[src/rtl/jtcps_vtiming_if.sv]
// Video timing bundle for the CPS pipeline.
// Groups the pixel clock enable, the runtime vertical-sync adjustment
// handshake and every timing output produced by jtcps_vtiming.
//   master : the timing generator (drives counters, blanking, sync, busy)
//   slave  : the consumer / control side (drives cen, vadj, vadj_we)
interface jtcps_vtiming_if #(
  parameter int HW = 9,
  parameter int VW = 9
);
  logic                 cen;
  logic signed [3:0]    vadj;
  logic                 vadj_we;
  logic                 vadj_busy;
  logic [HW-1:0]        hdump;
  logic [VW-1:0]        vdump;
  logic [VW-1:0]        vrender;
  logic [VW-1:0]        vahead;
  logic                 line_start;
  logic                 frame_start;
  logic                 HB;
  logic                 VB;
  logic                 preVB;
  logic                 HS;
  logic                 VS;

  modport master (
    input  cen, vadj, vadj_we,
    output vadj_busy, hdump, vdump, vrender, vahead,
           line_start, frame_start, HB, VB, preVB, HS, VS
  );

  modport slave (
    output cen, vadj, vadj_we,
    input  vadj_busy, hdump, vdump, vrender, vahead,
           line_start, frame_start, HB, VB, preVB, HS, VS
  );
endinterface

[src/rtl/jtcps_vtiming.sv]
// Parametrised video timing generator.
// Produces the pixel/line counters, line-ahead render counters, blanking and
// sync flags, plus a frame-synchronised vertical sync trim (vadj).
// Ports:
//   clk   : system clock
//   rst_n : synchronous active-low reset
//   vif   : jtcps_vtiming_if.master
//           in : cen (pixel enable), vadj (signed line offset), vadj_we
//           out: vadj_busy, hdump, vdump, vrender, vahead, line_start,
//                frame_start, HB, VB, preVB, HS, VS (all registered)
module jtcps_vtiming #(
  parameter int HW       = 9,
  parameter int VW       = 9,
  parameter int HTOTAL   = 512,
  parameter int VTOTAL   = 262,
  parameter int HB_START = 448,
  parameter int HB_END   = 64,
  parameter int HS_START = 488,
  parameter int HS_END   = 18,
  parameter int VB_START = 238,
  parameter int VB_END   = 14,
  parameter int VS_START = 245,
  parameter int VS_LEN   = 4,
  parameter int AHEAD    = 2
) (
  input logic             clk,
  input logic             rst_n,
  jtcps_vtiming_if.master vif
);
  // Two guard bits so VS_START+vadj+VS_LEN never overflows before correction.
  localparam int SW = VW + 2;
  localparam logic [HW-1:0]        H_LAST  = HW'(HTOTAL - 1);
  localparam logic [VW-1:0]        V_LAST  = VW'(VTOTAL - 1);
  localparam logic signed [SW-1:0] V_TOT_S = SW'(VTOTAL);

  function automatic logic [VW-1:0] line_inc(input logic [VW-1:0] v);
    return (v == V_LAST) ? '0 : v + VW'(1);
  endfunction

  function automatic logic vblank(input logic [VW-1:0] v);
    return (v >= VW'(VB_START)) || (v < VW'(VB_END));
  endfunction

  // Single add/subtract correction back into 0..VTOTAL-1.
  function automatic logic signed [SW-1:0] line_wrap_s(input logic signed [SW-1:0] x);
    if (x < 0) return x + V_TOT_S;
    if (x >= V_TOT_S) return x - V_TOT_S;
    return x;
  endfunction

  logic [HW-1:0]     hdump_q, hdump_d;
  logic [VW-1:0]     vdump_q, vdump_d, vrender_q, vrender_d, vahead_q, vahead_d;
  logic              hb_q, hb_d, vb_q, vb_d, prevb_q, prevb_d;
  logic              hs_q, hs_d, vs_q, vs_d;
  logic              ls_q, ls_d, fs_q, fs_d;
  logic signed [3:0] vadj_q, vadj_d, pend_q, pend_d;
  logic              busy_q, busy_d;

  logic                 line_wrap, frame_wrap, hs_set;
  logic [VW-1:0]        vrender_nx;
  logic signed [SW-1:0] vs_start_s, vs_end_s, vdump_s;

  always_comb begin
    line_wrap  = vif.cen && (hdump_q == H_LAST);
    frame_wrap = line_wrap && (vrender_q == '0);
    hs_set     = vif.cen && (hdump_q == HW'(HS_START));
    vrender_nx = line_inc(vrender_q);
    vs_start_s = line_wrap_s(SW'(VS_START) + SW'(vadj_q));
    vs_end_s   = line_wrap_s(vs_start_s + SW'(VS_LEN));
    vdump_s    = $signed({2'b00, vdump_q});

    hdump_d   = hdump_q;
    vdump_d   = vdump_q;
    vrender_d = vrender_q;
    vahead_d  = vahead_q;
    hb_d      = hb_q;
    vb_d      = vb_q;
    prevb_d   = prevb_q;
    hs_d      = hs_q;
    vs_d      = vs_q;
    vadj_d    = vadj_q;
    pend_d    = pend_q;
    busy_d    = busy_q;
    // Pulses are recomputed every clk so they cannot stretch across cen gaps.
    ls_d      = line_wrap;
    fs_d      = frame_wrap;

    if (vif.cen) begin
      hdump_d = (hdump_q == H_LAST) ? '0 : hdump_q + HW'(1);
      hb_d    = (hdump_q >= HW'(HB_START)) || (hdump_q < HW'(HB_END));
      if (hdump_q == HW'(HS_START))    hs_d = 1'b1;
      else if (hdump_q == HW'(HS_END)) hs_d = 1'b0;
    end

    if (line_wrap) begin
      vdump_d   = vrender_q;
      vrender_d = vrender_nx;
      vahead_d  = line_inc(vahead_q);
      vb_d      = vblank(vrender_q);
      prevb_d   = vblank(vrender_nx);
    end

    // VS only moves together with the HS rising edge.
    if (hs_set) begin
      if (vdump_s == vs_start_s)    vs_d = 1'b1;
      else if (vdump_s == vs_end_s) vs_d = 1'b0;
    end

    // Apply first, then capture: a write on the applying cen stays pending.
    if (frame_wrap && busy_q) begin
      vadj_d = pend_q;
      busy_d = 1'b0;
    end
    if (vif.vadj_we) begin
      pend_d = vif.vadj;
      busy_d = 1'b1;
    end
  end

  always_ff @(posedge clk) begin
    if (!rst_n) begin
      hdump_q   <= '0;
      vdump_q   <= '0;
      vrender_q <= VW'(1);
      vahead_q  <= VW'(AHEAD);
      hb_q      <= 1'b1;
      vb_q      <= 1'b1;
      prevb_q   <= 1'b1;
      hs_q      <= 1'b0;
      vs_q      <= 1'b0;
      ls_q      <= 1'b0;
      fs_q      <= 1'b0;
      vadj_q    <= '0;
      pend_q    <= '0;
      busy_q    <= 1'b0;
    end else begin
      hdump_q   <= hdump_d;
      vdump_q   <= vdump_d;
      vrender_q <= vrender_d;
      vahead_q  <= vahead_d;
      hb_q      <= hb_d;
      vb_q      <= vb_d;
      prevb_q   <= prevb_d;
      hs_q      <= hs_d;
      vs_q      <= vs_d;
      ls_q      <= ls_d;
      fs_q      <= fs_d;
      vadj_q    <= vadj_d;
      pend_q    <= pend_d;
      busy_q    <= busy_d;
    end
  end

  assign vif.hdump       = hdump_q;
  assign vif.vdump       = vdump_q;
  assign vif.vrender     = vrender_q;
  assign vif.vahead      = vahead_q;
  assign vif.HB          = hb_q;
  assign vif.VB          = vb_q;
  assign vif.preVB       = prevb_q;
  assign vif.HS          = hs_q;
  assign vif.VS          = vs_q;
  assign vif.line_start  = ls_q;
  assign vif.frame_start = fs_q;
  assign vif.vadj_busy   = busy_q;

`ifndef SYNTHESIS
  initial begin
    if (HS_START == HS_END)  $error("jtcps_vtiming: HS_START must differ from HS_END");
    if (VS_LEN < 1)          $error("jtcps_vtiming: VS_LEN must be at least 1");
    if (VS_LEN + 8 >= VTOTAL) $error("jtcps_vtiming: VS_LEN+8 must be below VTOTAL");
    if (AHEAD >= VTOTAL)     $error("jtcps_vtiming: AHEAD must be below VTOTAL");
  end
`endif
endmodule
[src/flat_wrapper.sv]
// flat-port wrapper written by rule: the top's interface ports become plain ports
module jtcps_vtiming_flat 
#(
  parameter int HW       = 9,
  parameter int VW       = 9,
  parameter int HTOTAL   = 512,
  parameter int VTOTAL   = 262,
  parameter int HB_START = 448,
  parameter int HB_END   = 64,
  parameter int HS_START = 488,
  parameter int HS_END   = 18,
  parameter int VB_START = 238,
  parameter int VB_END   = 14,
  parameter int VS_START = 245,
  parameter int VS_LEN   = 4,
  parameter int AHEAD    = 2
)
  (clk, rst_n, vif_cen, vif_vadj, vif_vadj_we, vif_vadj_busy, vif_hdump, vif_vdump, vif_vrender, vif_vahead, vif_line_start, vif_frame_start, vif_HB, vif_VB, vif_preVB, vif_HS, vif_VS);
  jtcps_vtiming_if #(.HW(HW), .VW(VW)) vif_i ();
  input logic clk;
  input logic rst_n;
  input wire logic [$bits(vif_i.cen)-1:0] vif_cen;
  input wire logic [$bits(vif_i.vadj)-1:0] vif_vadj;
  input wire logic [$bits(vif_i.vadj_we)-1:0] vif_vadj_we;
  output wire logic [$bits(vif_i.vadj_busy)-1:0] vif_vadj_busy;
  output wire logic [$bits(vif_i.hdump)-1:0] vif_hdump;
  output wire logic [$bits(vif_i.vdump)-1:0] vif_vdump;
  output wire logic [$bits(vif_i.vrender)-1:0] vif_vrender;
  output wire logic [$bits(vif_i.vahead)-1:0] vif_vahead;
  output wire logic [$bits(vif_i.line_start)-1:0] vif_line_start;
  output wire logic [$bits(vif_i.frame_start)-1:0] vif_frame_start;
  output wire logic [$bits(vif_i.HB)-1:0] vif_HB;
  output wire logic [$bits(vif_i.VB)-1:0] vif_VB;
  output wire logic [$bits(vif_i.preVB)-1:0] vif_preVB;
  output wire logic [$bits(vif_i.HS)-1:0] vif_HS;
  output wire logic [$bits(vif_i.VS)-1:0] vif_VS;
  assign vif_i.cen = vif_cen;
  assign vif_i.vadj = vif_vadj;
  assign vif_i.vadj_we = vif_vadj_we;
  assign vif_vadj_busy = vif_i.vadj_busy;
  assign vif_hdump = vif_i.hdump;
  assign vif_vdump = vif_i.vdump;
  assign vif_vrender = vif_i.vrender;
  assign vif_vahead = vif_i.vahead;
  assign vif_line_start = vif_i.line_start;
  assign vif_frame_start = vif_i.frame_start;
  assign vif_HB = vif_i.HB;
  assign vif_VB = vif_i.VB;
  assign vif_preVB = vif_i.preVB;
  assign vif_HS = vif_i.HS;
  assign vif_VS = vif_i.VS;
  jtcps_vtiming #(.HW(HW), .VW(VW), .HTOTAL(HTOTAL), .VTOTAL(VTOTAL), .HB_START(HB_START), .HB_END(HB_END), .HS_START(HS_START), .HS_END(HS_END), .VB_START(VB_START), .VB_END(VB_END), .VS_START(VS_START), .VS_LEN(VS_LEN), .AHEAD(AHEAD)) u_core (.clk(clk), .rst_n(rst_n), .vif(vif_i));
endmodule
[config.mk]
export PLATFORM = sky130hd
export DESIGN_NAME = jtcps_vtiming_flat
export DESIGN_NICKNAME = d
export VERILOG_FILES = /design/src/rtl/jtcps_vtiming_if.sv /design/src/rtl/jtcps_vtiming.sv /design/src/flat_wrapper.sv
export SDC_FILE = /design/constraint.sdc
export NUM_CORES = 1
export LEC_CHECK = 0
export ABC_AREA = 1
export BUFFER_PORTS_ARGS = -buffer_cell sky130_fd_sc_hd__buf_4
export CORE_MARGIN = 2
export CORE_UTILIZATION = 35
export CTS_BUF_LIST = sky130_fd_sc_hd__clkbuf_16
export DETAILED_ROUTE_END_ITERATION = 10
export PLACE_DENSITY = 0.65
export SLEW_MARGIN = 40
export SYNTH_ARGS = -nofsm -noshare
export SYNTH_HDL_FRONTEND = slang
export SYNTH_SLANG_ARGS = --single-unit
[constraint.sdc]
create_clock -name clk -period 7.6 [get_ports clk]
set_input_delay 1.52 -clock clk [delete_from_list [all_inputs] [get_ports clk]]
set_output_delay 1.52 -clock clk [all_outputs]
set_load 0.05 [all_outputs]
**Yosys cells after proc, flatten, opt, wreduce, memory -nomap -nowiden**

Index checks and enable logic that the tools add are counted.

- Add/sub/neg operators: 9
- Order comparisons: 10
- Eq/ne operators: 7
- Mux-type cells: 23
- Reductions and logical operators: 13

Operators by type and width:

| cell | number |
|---|---|
| 2-to-1 mux 11 bit | 8 |
| equality test 9 bit (second input constant) | 4 |
| adder 9 x 1 -> 9 bit (second input constant) | 3 |
| 2-to-1 mux 9 bit | 3 |
| equality test 10 x 11 -> 1 bit | 2 |
| greater-or-equal comparator 9 x 8 -> 1 bit (second input constant) | 2 |
| less-than comparator 9 x 4 -> 1 bit (second input constant) | 2 |
| 2-to-1 mux 1 bit | 12 |
| adder 10 x 10 -> 11 bit (second input constant) | 1 |
| adder 11 x 10 -> 11 bit (second input constant) | 1 |
| adder 11 x 4 -> 11 bit (second input constant) | 1 |
| greater-or-equal comparator 11 x 10 -> 1 bit (second input constant) | 1 |
| less-than comparator 11 x 1 -> 1 bit (second input constant) | 1 |
| subtractor 10 x 10 -> 11 bit (second input constant) | 1 |
| subtractor 11 x 10 -> 11 bit (second input constant) | 1 |
| adder 9 x 4 -> 10 bit (first input constant) | 1 |
| greater-or-equal comparator 10 bit (second input constant) | 1 |
| less-than comparator 10 x 1 -> 1 bit (second input constant) | 1 |
| equality test 9 x 5 -> 1 bit (second input constant) | 1 |
| greater-or-equal comparator 9 bit (second input constant) | 1 |
| logical NOT 9 bit | 1 |
| less-than comparator 9 x 7 -> 1 bit (second input constant) | 1 |
| nonzero test 2 bit | 3 |
| logical AND 1 bit | 4 |
| other kinds (2) | 5 |

- Register bits: 52
- Output and inout port bits: 44
- Logic and storage cells: 76

**Longest topological paths before layout**

- Word-level depth: 15
- Gate-level depth with buffers: 23

**Least setup slack after synthesis**

No wires, ideal clock.

- Kind: in2reg
- Start point: input port vif_cen
- End point: register u_core.vahead_q[8], in the netlist u_core.vif.vahead[8]
- Library setup time: 115 ps
- Arrival time: 2807 ps
- Slack: 4678 ps
- Cell stages on the path: 9
- Cells stage by stage: clkbuf_1 nand2_1 nor4_1 nand3_1 nor2_1 inv_1 nor2_1 a21oi_1 o21a_1

- Word-level cells in the longest chain between the ends: 1

Ends and longest elaborated chain:

| element | RTL line | source |
|---|---|---|
| start, declared | flat_wrapper.sv:22 | `input wire logic [$bits(vif_i.cen)-1:0] vif_cen;` |
| logical AND 1 bit | jtcps_vtiming.sv:64 | `line_wrap = vif.cen && (hdump_q == H_LAST);` |
| end signal, assigned | jtcps_vtiming.sv:125 | `vahead_q <= VW'(AHEAD);` |
| end signal, assigned | jtcps_vtiming.sv:140 | `vahead_q <= vahead_d;` |
| end, declared | jtcps_vtiming.sv:52 | `logic [VW-1:0] vdump_q, vdump_d, vrender_q, vrender_d, vahead_q, vahead_d;` |

No other way between the ends.
A chain may end at the register's enable or synchronous reset.

==> summary.md <==
| Metric | Value |
|---|---|
| Outcome | complete, no violations |
| Clock-pin slew on the worst setup and hold paths | 0.06 ns |
| Slew headroom | 54.8% |
| Largest net degree at the start of global routing | 23 |
| Die Wd | around 97 um |
| Sum Neg Setup Slack | 0 ns |
| Worst min-delay path category | reg2reg |
| Max IR drop VDD | roughly 100 uV |
| CTS tree | built |
| Crit path DAT | 3.25 ns |
| Starting Density | 36.5% |
| Global-route wire length before repair | 12400 um |
| Ports | 52 |
| Area share of the largest cell type after synthesis | 34.3% |
| Async SR Flop Fraction | 0% |
| EDFF count, synth | 0 |
| PostCTS Resize Cnt | 0 |
| Max Slew Vio Count | 0 |
| Syn nets | 453 |
| Avg Cell Area, Syn | 7.07 sq um |
| Crit Path Category | in2reg |
| Synth top area cells | dfxtp_1 (34%), nand2_1 (9.2%), inv_1 (8.4%) |
| Input/output buffers | 51 |
| Leakage | ~0.0016 uW |
| Slew @ Worst Pin | 0.677 ns |
| Distinct cells, synth | 39 |
| TritonRoute pass-1 iters | 5 |
| Routed Wire Length | 7470 um |
| Synthesized flop and latch total | between 50 and 60 |
| Rows | 33 |
| Max-cap violations | 0 |
| GP Congestion | 0.912 |
| Antenna Violating Nets Remaining | 0 |
| Top FF cell, synth | dfxtp_1 |
| Most common cell in the netlist | nand2_1 |
| Layout Area Growth over Synthesis | 20.8% |
| Fillers | roughly 850 |
| Ys Warns | 0 |
| Crit. End Element | register |
| Top cell type by total area after synthesis | dfxtp_1 |
| Worst path cell trace | buf_4 > clkinv_1 > nor2_1 > inv_1 > nor3_1 > a21oi_1 |
| Clock Tree Buf Depth | 2 |
| Register area share after synthesis | 34.3% |
| Synth cell count leaders | nand2_1 (74), inv_1 (68), dfxtp_1 (52) |
| Total GRT Usage | 15.5% |
| WP data required | 7.77 ns |
| Wire length per cell | roughly 13 um |
| Max incr delay on CP | between 0.4 and 0.5 ns |
| Vias in the first global route | roughly 2800 |
| CP startpoint kind | input pin |
| Mapped cell area | 0.00303 sq mm |
| Peak Freq | 325 MHz |
| DIE HEIGHT | approximately 97 um |
| RSZ-0062 raised after global routing | no |
| DP Wirelength | approximately 5800 um |
| Core ar. | just over 0.008 sq mm |
| Initial antenna violation count | 0 |
| Worst Skew | 0.00591 ns |
| 1st-iter DRT viols | 99 |
| Root buffer selected by CTS | clkbuf_16 |
| CP max stage cell | nor2_1 |
| Gate Count Post-Synth | 429 |
| Tcrit/Tclk final | 40.5% |
| N_diodes | 0 |
| DRC | 0 |
| Fin nets | 506 |
| PD cells | 141 mW/mm^2 |
| Setup Fix Bufs, Post-CTS | 0 |
| H-tree level count | 2 |
| Vias per inst | 5.01 |
| Overflow after GRT | 0 |
| Cts bufs inserted | 5 |
| Die area | 0.00942 sq mm |
| Clock latency on the worst-skew pair | just under 0.3 ns |
| Fin crit period | 3.08 ns |
| CTS Hold Bufs | 0 |
| Max Fanout on Critical Path | 17 |
| Final setup fails | 0 |
| Final Hold Viols | 0 |
| Total Power | 516 uW |
| Vias | 2948 |
| Layout cells sized above 1 | 17.2% |
| Clock Sink Count | 52 |
-- critical path, delay by kind of cell --
kind,cells,cell delay (ns)
buf+inv,3,0.88
simple gates,2,0.75
compound gates,1,0.09
-- per-stage QoR --
step                instances  utilization [%]  worst slack (ns)  hold slack (ns)  area, sq um
finish                    588             44.1              4.52            0.498         3660
floorplan                 429                -              4.68            0.457         3030
global placement          580             42.5              4.22            0.473         3530
CTS                       588             44.1              4.50            0.501         3660
global route              588             44.1              4.25            0.508         3660
detailed placement        580             42.5              4.21            0.482         3530
-- area by class of cell --
cell class,count,area [sq um],area share [%]
multi-input combinational,299,1700,46.3
sequential,52,1040,28.4
timing repair buffer,51,383,10.5
inverter,73,274,7.48
tap,105,131,3.59
clock buffer,5,125,3.42
clock inverter,3,11.3,0.307
-- sequential cells by signal, summed over array words and instances (netlist names) --
register,cells
u_core.vif.VB,1
u_core.vif.HS,1
u_core.vadj_q,4
u_core.vif.frame_start,1
u_core.vif.vahead,9
u_core.pend_q,4
u_core.vif.VS,1
u_core.vif.line_start,1
u_core.vif.preVB,1
u_core.vif.HB,1
u_core.vif.vadj_busy,1
u_core.vif.vrender,9
u_core.vif.vdump,9
u_core.vif.hdump,9
-- cell usage in the layout (no fill, tap or decap), types with 4 or more instances in the layout --
| master | n |
|---|---|
| o21ai_0 | 22 |
| nor4_1 | 6 |
| xor2_1 | 12 |
| clkbuf_16 | 5 |
| nand2_1 | 74 |
| dfxtp_1 | 52 |
| inv_1 | 70 |
| o22ai_1 | 14 |
| buf_4 | 51 |
| ha_1 | 16 |
| inv_2 | 4 |
| nor3_1 | 13 |
| nor2_1 | 49 |
| nand2_2 | 4 |
| a21oi_1 | 21 |
| nand3_1 | 28 |
| nand4_1 | 8 |
-- cells by family after synthesis --
group,count (synthesis),synth area share (%)
fa+ha+maj,16,6.60
flops,52,34.3
simple gates,199,31.6
compound gates,71,14.1
xor+xnor,13,3.76
buf+inv,78,9.66
-- final timing paths --
check / startpoint / end / slack [ns] / cells past startpoint
max: rst_n / u_core.vif.VB / 4.52 / 6
max reg2reg: u_core.vadj_q[0] / u_core.vif.VS / 4.56 / 23
min: u_core.vif.VS / u_core.vif.VS / 0.50 / 2
min reg2reg: u_core.vif.VS / u_core.vif.VS / 0.50 / 2
-- report_power, final --
part	switching, uW	internal [uW]
combinational	18.5	8.70
clock	91.6	119
sequential	2.91	276
total	113	403
-- routing by layer --
| layer | track usage, % | part of all wire (%) | vias up |
|---|---|---|---|
| li1 | - | - | 1518 |
| met1 | 19.6 | 46 | 1329 |
| met2 | 27.5 | 48 | 93 |
| met3 | 2.30 | 5.0 | 8 |
| met4 | 4.33 | 1.1 | 0 |
| met5 | 0 | 0 | - |
Note: power is estimated with default switching activity, not from simulation.
